### src/rtl/bcd_operand_entry.sv
// Operand-entry stage for the two-digit BCD adder: synchronises, debounces and
// edge-detects three push buttons and steps four registered BCD digits.
module bcd_operand_entry #(
  parameter int DB_CYCLES = 1000000
) (
  input  logic       clk,
  input  logic       rst,
  input  logic       btn_ones,
  input  logic       btn_tens,
  input  logic       btn_clr,
  input  logic       sel,
  output logic [3:0] ones1,
  output logic [3:0] tens1,
  output logic [3:0] ones2,
  output logic [3:0] tens2,
  output logic       press
);

  localparam int CW = (DB_CYCLES > 1) ? $clog2(DB_CYCLES) : 1;
  localparam logic [CW-1:0] CNT_MAX = CW'(DB_CYCLES - 1);

  // Bit order for the synchroniser vectors: {sel, clr, tens, ones}
  logic [3:0]    sync1;
  logic [3:0]    sync2;
  logic [2:0]    stable;
  logic [2:0]    stable_d;
  logic [2:0]    rise;
  logic [CW-1:0] cnt [3];
  logic          sel_s;

  assign sel_s = sync2[3];
  assign rise  = stable & ~stable_d;

  function automatic logic [3:0] bcd_inc(input logic [3:0] d);
    return (d >= 4'd9) ? 4'd0 : d + 4'd1;
  endfunction

  always_ff @(posedge clk or posedge rst) begin
    if (rst) begin
      sync1 <= '0;
      sync2 <= '0;
    end else begin
      sync1 <= {sel, btn_clr, btn_tens, btn_ones};
      sync2 <= sync1;
    end
  end

  // A new level is accepted only after DB_CYCLES consecutive differing cycles
  always_ff @(posedge clk or posedge rst) begin
    if (rst) begin
      stable   <= '0;
      stable_d <= '0;
      for (int i = 0; i < 3; i++) cnt[i] <= '0;
    end else begin
      stable_d <= stable;
      for (int i = 0; i < 3; i++) begin
        if (sync2[i] == stable[i]) begin
          cnt[i] <= '0;
        end else if (cnt[i] == CNT_MAX) begin
          stable[i] <= sync2[i];
          cnt[i]    <= '0;
        end else begin
          cnt[i] <= cnt[i] + CW'(1);
        end
      end
    end
  end

  // Clear wins over increments; the unselected operand is left untouched
  always_ff @(posedge clk or posedge rst) begin
    if (rst) begin
      ones1 <= '0;
      tens1 <= '0;
      ones2 <= '0;
      tens2 <= '0;
      press <= 1'b0;
    end else begin
      press <= |rise;
      if (rise[2]) begin
        ones1 <= '0;
        tens1 <= '0;
        ones2 <= '0;
        tens2 <= '0;
      end else if (!sel_s) begin
        if (rise[0]) ones1 <= bcd_inc(ones1);
        if (rise[1]) tens1 <= bcd_inc(tens1);
      end else begin
        if (rise[0]) ones2 <= bcd_inc(ones2);
        if (rise[1]) tens2 <= bcd_inc(tens2);
      end
    end
  end

endmodule

### config.mk
export PLATFORM = sky130hd
export DESIGN_NAME = bcd_operand_entry
export DESIGN_NICKNAME = d
export VERILOG_FILES = /design/src/rtl/bcd_operand_entry.sv
export SDC_FILE = /design/constraint.sdc
export NUM_CORES = 1
export LEC_CHECK = 0
export ABC_AREA = 1
export BUFFER_PORTS_ARGS = -buffer_cell sky130_fd_sc_hd__buf_2
export CELL_PAD_IN_SITES_DETAIL_PLACEMENT = 1
export CELL_PAD_IN_SITES_GLOBAL_PLACEMENT = 2
export CORE_MARGIN = 2
export CORE_UTILIZATION = 37
export CTS_BUF_LIST = sky130_fd_sc_hd__clkbuf_16
export CTS_CLUSTER_SIZE = 25
export DETAILED_ROUTE_END_ITERATION = 6
export GPL_ROUTABILITY_DRIVEN = 1
export HOLD_SLACK_MARGIN = 0.12
export PLACE_DENSITY = 0.77
export REMOVE_ABC_BUFFERS = 1
export SETUP_SLACK_MARGIN = 0.2
export SYNTH_ARGS = -nofsm -noshare
export SYNTH_HDL_FRONTEND = slang
export SYNTH_SLANG_ARGS = --single-unit
### constraint.sdc
create_clock -name clk -period 3.73 [get_ports clk]
set_clock_uncertainty 0.15 [all_clocks]
set_input_delay 0.373 -clock clk [delete_from_list [all_inputs] [get_ports clk]]
set_output_delay 0.373 -clock clk [all_outputs]
set_load 0.01 [all_outputs]
==> impl_results.md, run 1 <==
- Area growth syn-to-layout: 14.3%
- Part of the power in registers: 0.513
- DP Wirelength: 8.12 mm
- VDD IR-drop max: 0.211 mV
- Num CTS Buffers: 9
- Core Footprint: 12600 µm²
- Worst-skew pair later-pin latency: 340 ps
- Hold/Removal Path Class: flip-flop to flip-flop
- Die Y: 117 µm
- Met1 GRT Util: 0.232
- Number of remaining DRC errors: 0
- Antenna Cells: 0
- RSZ-0062 raised after global routing: no
- CP Launch Type: flip-flop
- Distinct cells, synth: 29
- CP Capture Type: flip-flop
- First-pass GRT wire length: 18.9 mm
- Drt total wl: 11.1 mm
- Leakage: 2.52 nW
- Seq. cell area: 2280 µm²
- Average cell area after synthesis: 7.98 µm²
- TritonRoute pass-1 iters: 4
- Fmax: 0.560 GHz
- GR Overflow Total: 0
- Met3 usage: 0.0278
- Total negative slack: 0 ps
- Final slew viol count: 0
- # nets final: 653
- Clock sinks: 91
- M2 GR Usage: 0.301
- Multi-input combinational cell area: 2180 µm²
- Clk pwr share: 0.456
- Cell count after synthesis: 593
- Post-Synthesis Cell Area: 4730 µm²
- Initial core utilization: 0.376
- Int Power: 1.53 mW
- Dpl ws: 1920 ps
- Layout cell share with drive strength beyond 1: 0.0863
- IO Count: 23
- Via/cell ratio: 4.69
- Setup ws final: 1950 ps
- Worst Path Max Fanout: 6
- Clk buf depth: 2
- Die Wd: 117 µm
- # setup viols final: 0
- WP data arrival: 1850 ps
- Final Hold Vio Count: 0
- Post-route ant nets: 0
- Total track usage: 0.177
- Pwr/cell area: 364 nW/µm²
- Sequential area share after synthesis: 0.481
- Comb pwr share: 0.031
- Worst-Margin Slew: 886 ps
- Critical path class: flip-flop to flip-flop
- H-tree levels: 3
- Fillers: 1539
- Outcome: finished clean
- Number of max-cap violations: 0
- Sw Pwr: 437 µW
- Tmin final: 1780 ps
- Slew HR: 0.409
- GRT Max-Usage Layer: met2
- Worst-path clk slew: 60 ps
- Switch share: 0.222
- Required @ worst endpoint: 3800 ps
- Final worst path period share: 0.478
- Clock root buffer: clkbuf_16
- # port buffers: 22
- Detailed Route Iter0 Violations: 190
- Register bit count reported by yosys: 91
- Die Footprint: 13700 µm²
- Wire length per cell: 13.7 µm
- Num rows: 41
- Vias in the first global route: 3916
- GP Congestion: 0.738
- Detailed-route via count: 3791
- Largest net degree at the start of global routing: 69
- Ys Warns: 0
- CTS tree: built
- Antenna violations before repair: 0
## power groups by stage
stage | Sequential (mW) | Combinational (mW) | Clock, mW
2_1_floorplan | 1.02 | 0.0396 | 0
3_3_place_gp | 1.03 | 0.0581 | 0
3_5_place_dp | 1.03 | 0.0601 | 0
4_1_cts | 1.01 | 0.0646 | 0.934
5_1_grt | 1.01 | 0.0723 | 0.967
6_report | 1.01 | 0.0612 | 0.896
## state kept, by name, summed over array words and instances (netlist names)
register and count:
stable_d 3, tens1 4, ones1 4, sync2 4
sync1 4, cnt 60, ones2 4, tens2 4
press 1, stable 3
## critical path, stage by stage (launching register included)
cell and delay (ps):
dfrtp_1 390, ha_1 210, nand3_2 180, nor2_4 200
nand3_1 200, nand2_1 250, nor2_1 80
## synthesized netlist by cell type
cell      number  area (µm²)
nor3_1         5        25.0
nor2_4         4        45.0
nand3_2        1        10.0
nand4_1        6        37.5
and2_0         1        6.26
nor3_2         1        10.0
o22ai_1        4        25.0
a21oi_2        1        8.76
xnor2_1       13         114
nor2_1       146         548
o21ai_1        1        5.00
xor2_1        27         236
nand2_2        2        12.5
clkbuf_1       1        3.75
a21oi_4        1        16.3
inv_2          2        7.51
nand3_1       42         210
nand3b_1       2        15.0
o21bai_1       3        22.5
dfrtp_1       91        2280
nand2_1      121         454
nor2_2         3        18.8
xnor2_2        1        16.3
o21ai_0       11        55.1
and2_1         1        6.26
nor3b_1        3        22.5
a21oi_1       14        70.1
ha_1          15         188
inv_1         70         263
## final cells by class
type	count	area share
Sequential cell	91	0.421
Multi-Input combinational cell	429	0.403
Inverter	72	0.0505
Clock buffer	9	0.0417
Tap cell	172	0.0398
Timing Repair Buffer	29	0.0324
Clock inverter	7	0.0113
## cells by family after synthesis
logic type,share of synthesized area
adders and majority gates,0.0397
DFF,0.481
AOI/OAI and AO/OA,0.0429
and+or+nand+nor,0.301
buffers and inverters,0.0579
xor gates and xnor gates,0.0775
## layer usage
layer  vias up  wire (µm)
met5         -          0
met1      1832       5370
met2        28       5410
li1       1922          -
met3         9        175
met4         0        122
## stage by stage
step / power [mW] / utilization / cells / hold slack, ps / area [µm²]
floorplan: 1.06 / - / 592 / 181 / 4730
global placement: 1.08 / 0.403 / 788 / 187 / 5070
detailed placement: 1.09 / 0.403 / 788 / 190 / 5070
CTS: 2.01 / 0.430 / 809 / 205 / 5410
global route: 2.05 / 0.430 / 809 / 207 / 5410
finish: 1.97 / 0.430 / 809 / 203 / 5410
## worst paths after layout
check	cells after the start	startpoint	slack, ps	to
min in group asynchronous	3	rst	640	cnt[8]
hold / removal	0	sync1[1]	200	sync2[1]
setup reg to reg	6	cnt[20]	1950	cnt[38]
max in group asynchronous	4	rst	2070	cnt[27]
setup / recovery	6	cnt[20]	1950	cnt[38]
hold reg to reg	0	sync1[1]	200	sync2[1]
## cell usage in the layout, fill, tap and decap left out, drive strengths merged, types with 5 or more instances in the layout
cell type    instances
a21oi               16
buf                 24
clkbuf               9
dfrtp               91
dlygate4sd3          5
ha                  15
inv                 74
nand2              123
nand3               43
nand4                6
nor2               153
nor3                 6
o21ai               12
xnor2               14
xor2                27
## what timing repair did
item                                   in CTS  in global routing
buffers inserted                            0                  0
hold buffers                                5                  0
resized for setup                           0                  0
endpoints found under the hold margin      11                  0
(Power assumes the default switching activity.)
==> run 2: changes to the inputs <==
clock period = 1.8 ns   (was 3.73 ns; I/O delays follow)
==> impl_results.md, run 2 (synthesized netlist as in run 1, its figures left out) <==
- VDD IR-drop max: 0.602 mV (+190%)
- Via/cell ratio: 4.71 (+0.51%)
- Num CTS Buffers: 9 (unchanged)
- Part of the power in registers: 0.507 (-0.006)
- Drt total wl: 11.6 mm (+4.4%)
- Num rows: 41 (unchanged)
- Critical path's largest stage delay: 370 ps (-20 ps)
- Wire length per cell: 14.0 µm (+2.0%)
- # nets final: 672 (+2.9%)
- Fmax: 0.630 GHz (+12%)
- Initial core utilization: 0.376 (unchanged)
- Core Footprint: 12600 µm² (unchanged)
- Leakage: 2.64 nW (+4.7%)
- Slew HR: 0.648 (+0.238)
- Hold/Removal Path Class: flip-flop to flip-flop
- Pwr/cell area: 711 nW/µm² (+95%)
- Setup ws final: 213 ps (-1730 ps)
- Vias in the first global route: 4138 (+5.7%)
- Final worst path period share: 0.882 (+0.403)
- # setup viols final: 0 (unchanged)
- Critical path class: flip-flop to flip-flop
- Outcome: finished clean
- Layout cell share with drive strength beyond 1: 0.189 (+0.103)
- Die Footprint: 13700 µm² (unchanged)
- IO Count: 23 (unchanged)
- Int Power: 3.20 mW (+110%)
- Area growth syn-to-layout: 22.9%
- Worst-skew pair later-pin latency: 350 ps (about the same)
- Crit path cell chain: ha_2 > nand2_2 > nor2_4 > nand2_2 > nor2_4 > a21oi_4 > inv_4 > nor2_1
- # port buffers: 22 (unchanged)
- Antenna violations before repair: 0 (unchanged)
- Number of max-cap violations: 0 (unchanged)
- Worst-Margin Slew: 528 ps (-357 ps)
- Final slew viol count: 0 (unchanged)
- Detailed-route via count: 3900 (+2.9%)
- Comb pwr share: 0.043 (+0.012)
- Clock root buffer: clkbuf_16
- Number of remaining DRC errors: 0 (unchanged)
- Worst-path clk slew: 70 ps (about the same)
- GR Overflow Total: 0 (unchanged)
- First-pass GRT wire length: 19.7 mm (+4.4%)
- Most common library cell in the layout ignoring fill and taps: nor2_1
- Clk pwr share: 0.449 (-0.007)
- RSZ-0062 raised after global routing: yes
- Post-layout power: 4.13 mW (+110%)
- Fillers: 1511 (-1.8%)
- DP Wirelength: 8.40 mm (+3.5%)
- Die Y: 117 µm (unchanged)
- H-tree levels: 3 (unchanged)
- TritonRoute pass-1 iters: 4 (unchanged)
- Most frequent cells in the layout: 127 x nor2_1, 105 x nand2_1, 89 x dfrtp_1
- Slowest CP cell: dfrtp_1
- Antenna Cells: 0 (unchanged)
- Total track usage: 0.186 (+0.00827)
- Worst Path Max Fanout: 7 (+1)
- Sw Pwr: 930 µW (+110%)
- Largest net degree at the start of global routing: 41 (-41%)
- Die Wd: 117 µm (unchanged)
- Largest reg by FF count: cnt
- WP data arrival: 1680 ps (-170 ps)
- Switch share: 0.225 (+0.00282)
- Number of flip-flops in the largest register: 60 (unchanged)
- Dpl ws: 60.5 ps (-1860 ps)
- Post-route ant nets: 0 (unchanged)
- CP Capture Type: flip-flop
- Clock sinks: 91 (unchanged)
- Tmin final: 1590 ps (-197 ps)
- GP Congestion: 0.759 (+2.8%)
- Detailed Route Iter0 Violations: 133 (-30%)
- Clk buf depth: 2 (unchanged)
- CTS tree: built
- Final Hold Vio Count: 0 (unchanged)
- CP Launch Type: flip-flop
- Required @ worst endpoint: 1890 ps (-1910 ps)
==> run 2: cell types whose count changed in the layout (fill, tap and decap cells not counted), moves of 4 or more <==
| cell | change |
|---|---|
| nor2_1 | -19 |
| nand2_4 | +5 |
| nand3_1 | -4 |
| nor2_4 | +9 |
| nor2_2 | +10 |
| buf_4 | +17 |
| nand2_2 | +11 |
| nand2_1 | -16 |
| o21ai_0 | -4 |
==> run 2: critical path, delay by kind of cell (launching register included) <==
kind / cells / cell delay [ps]
compound gates: 1 / 110
fa+ha+maj: 1 / 200
simple gates: 5 / 510
buf+inv: 1 / 140
flops: 1 / 370
==> run 2: path summary, 6_finish.rpt <==
path,slack [ps],startpoint,depth (start not counted),end
setup / recovery,210,cnt[0],8,cnt[0]
hold / removal,200,sync1[3],0,sync2[3]
setup reg to reg,210,cnt[0],8,cnt[0]
hold reg to reg,200,sync1[3],0,sync2[3]
max in group asynchronous,610,rst,4,cnt[34]
min in group asynchronous,280,rst,3,sync1[2]
==> run 2: power by group through the flow <==
stage	Clock, mW	Combinational [mW]	Sequential [mW]
after floorplan	0	0.0821	2.12
after global placement	0	0.133	2.13
after detailed placement	0	0.135	2.13
after CTS	1.94	0.151	2.09
after global routing	2.01	0.205	2.10
final	1.86	0.179	2.09
==> run 2: final cells by class <==
type,instances,area (µm²),share of cell area
clock buffers,9,225,0.0387
flip-flops and latches,91,2280,0.392
repair buffers,48,338,0.0581
inverters,72,275,0.0474
multi-input cells,429,2420,0.416
well taps,172,215,0.0370
clock inverters,7,61.3,0.0105
==> run 2: timing repair <==
action | in CTS | in global routing
cloned | 0 | 0
hold buffers | 5 | 0
hold endpoints to repair | 41 | 0
buffers inserted | 2 | 13
pin swaps | 5 | 22
endpoints found under the setup margin | 33 | 60
resized for setup | 16 | 61
==> run 2: layer usage <==
layer	global-route usage	vias to the layer above	share of wire
li1	-	1952	-
met1	0.236	1907	0.47
met2	0.311	28	0.50
met3	0.0479	13	0.023
met4	0.0588	0	0.013
met5	0	-	0
==> run 2: metrics by stage <==
stage,setup TNS [ps],util,cell area [µm²],instances,hold slack [ps]
finish,0,0.463,5810,828,202
global route,0,0.463,5810,828,206
global placement,0,0.407,5110,792,118
detailed placement,0,0.407,5110,792,123
CTS,0,0.439,5510,815,205
floorplan,-81320,-,4730,592,61.4
==> run 3: changes to the inputs <==
PLACE_DENSITY = unset   (was 0.77)
PLACE_DENSITY_LB_ADDON = 0.1   (was unset)
==> impl_results.md, run 3 (synthesized netlist as in run 1, its figures left out) <==
- Largest reg by FF count: cnt
- Dpl cells: 793 (+0.13%)
- Worst Path Max Fanout: 7 (unchanged)
- Detailed-route via count: 3898 (-0.051%)
- Antenna Cells: 0 (unchanged)
- Worst-path clk slew: 70 ps (about the same)
- # nets final: 676 (+0.60%)
- Wire length per cell: 13.8 µm (-1.0%)
- Multi-input combinational cell area: 2380 µm² (-1.5%)
- # port buffers: 22 (unchanged)
- CP Launch Type: flip-flop
- Initial core utilization: 0.376 (unchanged)
- Most frequent cells in the layout: 132 x nor2_1, 106 x nand2_1, 89 x dfrtp_1
- Final Hold Vio Count: 0 (unchanged)
- Number of remaining DRC errors: 0 (unchanged)
- Critical path class: flip-flop to flip-flop
- # setup viols final: 0 (unchanged)
- Required @ worst endpoint: 1890 ps (about the same)
- Crit path cell chain: ha_2 > nand2_2 > nor2_4 > nand2_2 > nor2_4 > a21oi_4 > buf_4 > inv_4 > nor2_1
- First-pass GRT wire length: 18.8 mm (-4.6%)
- Total track usage: 0.177 (-0.00889)
- Clock sinks: 91 (unchanged)
- Largest net degree at the start of global routing: 35 (-15%)
- Critical path's largest stage delay: 360 ps (about the same)
- CP Capture Type: flip-flop
- Slew HR: 0.711 (+0.0638)
- Setup ws final: 223 ps (+10.5 ps)
- Via/cell ratio: 4.69 (-0.53%)
- CTS tree: built
- RSZ-0062 raised after global routing: yes
- Outcome: finished clean
- Met3 WL: 291 µm (+10%)
- Routed wl met2: 5.73 mm (-0.49%)
- Die Footprint: 13700 µm² (unchanged)
- GR Overflow Total: 0 (unchanged)
- Dpl ws: 76.0 ps (+15.5 ps)
- Slowest CP cell: dfrtp_1
- Detailed Route Iter0 Violations: 134 (+0.75%)
- Final worst path period share: 0.876 (-0.00583)
- Max Used Layer: met4
- Fmax: 0.634 GHz (+0.67%)
- Leakage: 2.66 nW (+0.85%)
- Final slew viol count: 0 (unchanged)
- Antenna violations before repair: 0 (unchanged)
- Layout Cells excl Fill: 832 (+0.48%)
- Vias in the first global route: 3943 (-4.7%)
- Layout cell share with drive strength beyond 1: 0.195 (+0.00643)
- M1 WL: 5.37 mm (-0.33%)
- Die Wd: 117 µm (unchanged)
- Clk buf depth: 2 (unchanged)
- Die Y: 117 µm (unchanged)
- WP data arrival: 1660 ps (-20 ps)
- Tmin final: 1580 ps (-10.5 ps)
- VDD IR-drop max: 0.564 mV (-6.3%)
- Fillers: 1525 (+0.93%)
- TritonRoute pass-1 iters: 5 (+1)
- Number of flip-flops in the largest register: 60 (unchanged)
- Core Footprint: 12600 µm² (unchanged)
- Hold/Removal Path Class: flip-flop to flip-flop
- Area growth syn-to-layout: 23.5%
- Pwr/cell area: 746 nW/µm² (+5.1%)
- Most common library cell in the layout ignoring fill and taps: nor2_1
- DP Wirelength: 8.21 mm (-2.3%)
- GP Congestion: 0.780 (+2.8%)
- Drt total wl: 11.5 mm (-0.52%)
- Clock root buffer: clkbuf_16
- Seq. cell area: 2280 µm² (unchanged)
- Worst-Margin Slew: 433 ps (-95.7 ps)
- Num rows: 41 (unchanged)
- Num CTS Buffers: 9 (unchanged)
- H-tree levels: 3 (unchanged)
- IO Count: 23 (unchanged)
- Worst-skew pair later-pin latency: 350 ps (about the same)
- Number of max-cap violations: 0 (unchanged)
- Post-route ant nets: 0 (unchanged)
## run 3: layout make-up
type	instances	share of cell area
repair buffers	52	0.0623
multi-input cells	429	0.408
flip-flops and latches	91	0.390
clock buffers	9	0.0386
clock inverters	7	0.0171
inverters	72	0.0471
well taps	172	0.0368
## run 3: path summary, 6_finish.rpt
| kind | from | endpoint | slack [ps] | cells after the start |
|---|---|---|---|---|
| hold / removal | sync1[1] | sync2[1] | 210 | 0 |
| setup / recovery | cnt[1] | cnt[6] | 220 | 9 |
| min in group asynchronous | rst | sync1[3] | 250 | 3 |
| setup reg to reg | cnt[1] | cnt[6] | 220 | 9 |
| max in group asynchronous | rst | ones2[0] | 700 | 4 |
| hold reg to reg | sync1[1] | sync2[1] | 210 | 0 |
## run 3: critical path, delay by kind of cell, from the launching register on
| kind | cells | cell delay [ps] |
|---|---|---|
| AO/OA/AOI/OAI | 1 | 70 |
| adder cells (fa/ha/maj) | 1 | 200 |
| buffers and inverters | 2 | 230 |
| flip-flops | 1 | 360 |
| AND/OR/NAND/NOR | 5 | 440 |
## run 3: per-stage QoR
| step | utilization | total power, mW | hold slack [ps] | TNS (ps) | cell area [µm²] |
|---|---|---|---|---|---|
| floorplan | - | 2.21 | 61.4 | -81320 | 4730 |
| global placement | 0.407 | 2.26 | 79.3 | 0 | 5120 |
| detailed placement | 0.407 | 2.26 | 77.2 | 0 | 5120 |
| CTS | 0.444 | 4.41 | 216 | 0 | 5580 |
| global route | 0.465 | 4.54 | 220 | 0 | 5840 |
| finish | 0.465 | 4.36 | 209 | 0 | 5840 |
## run 3: power breakdown
group / total, mW / internal (mW) / switching [mW] / leakage, nW
combinational: 0.177 / 0.0724 / 0.105 / 1.27
sequential: 2.09 / 2.07 / 0.0246 / 1.24
clock: 2.09 / 1.23 / 0.863 / 0.149
total: 4.36 / 3.37 / 0.992 / 2.66
## run 3: repair_timing
action                                 4_1_cts  5_1_grt
endpoints found under the hold margin       95        0
resized for setup                           15       54
hold buffers                                 5        0
buffers inserted                             5       13
pin swaps                                    6       19
setup endpoints to repair                   34       54
## run 3: layer usage
layer	track usage	vias up
met1	0.227	1900
met5	0	-
met3	0.0463	10
met2	0.302	32
met4	0.0376	0
li1	-	1956
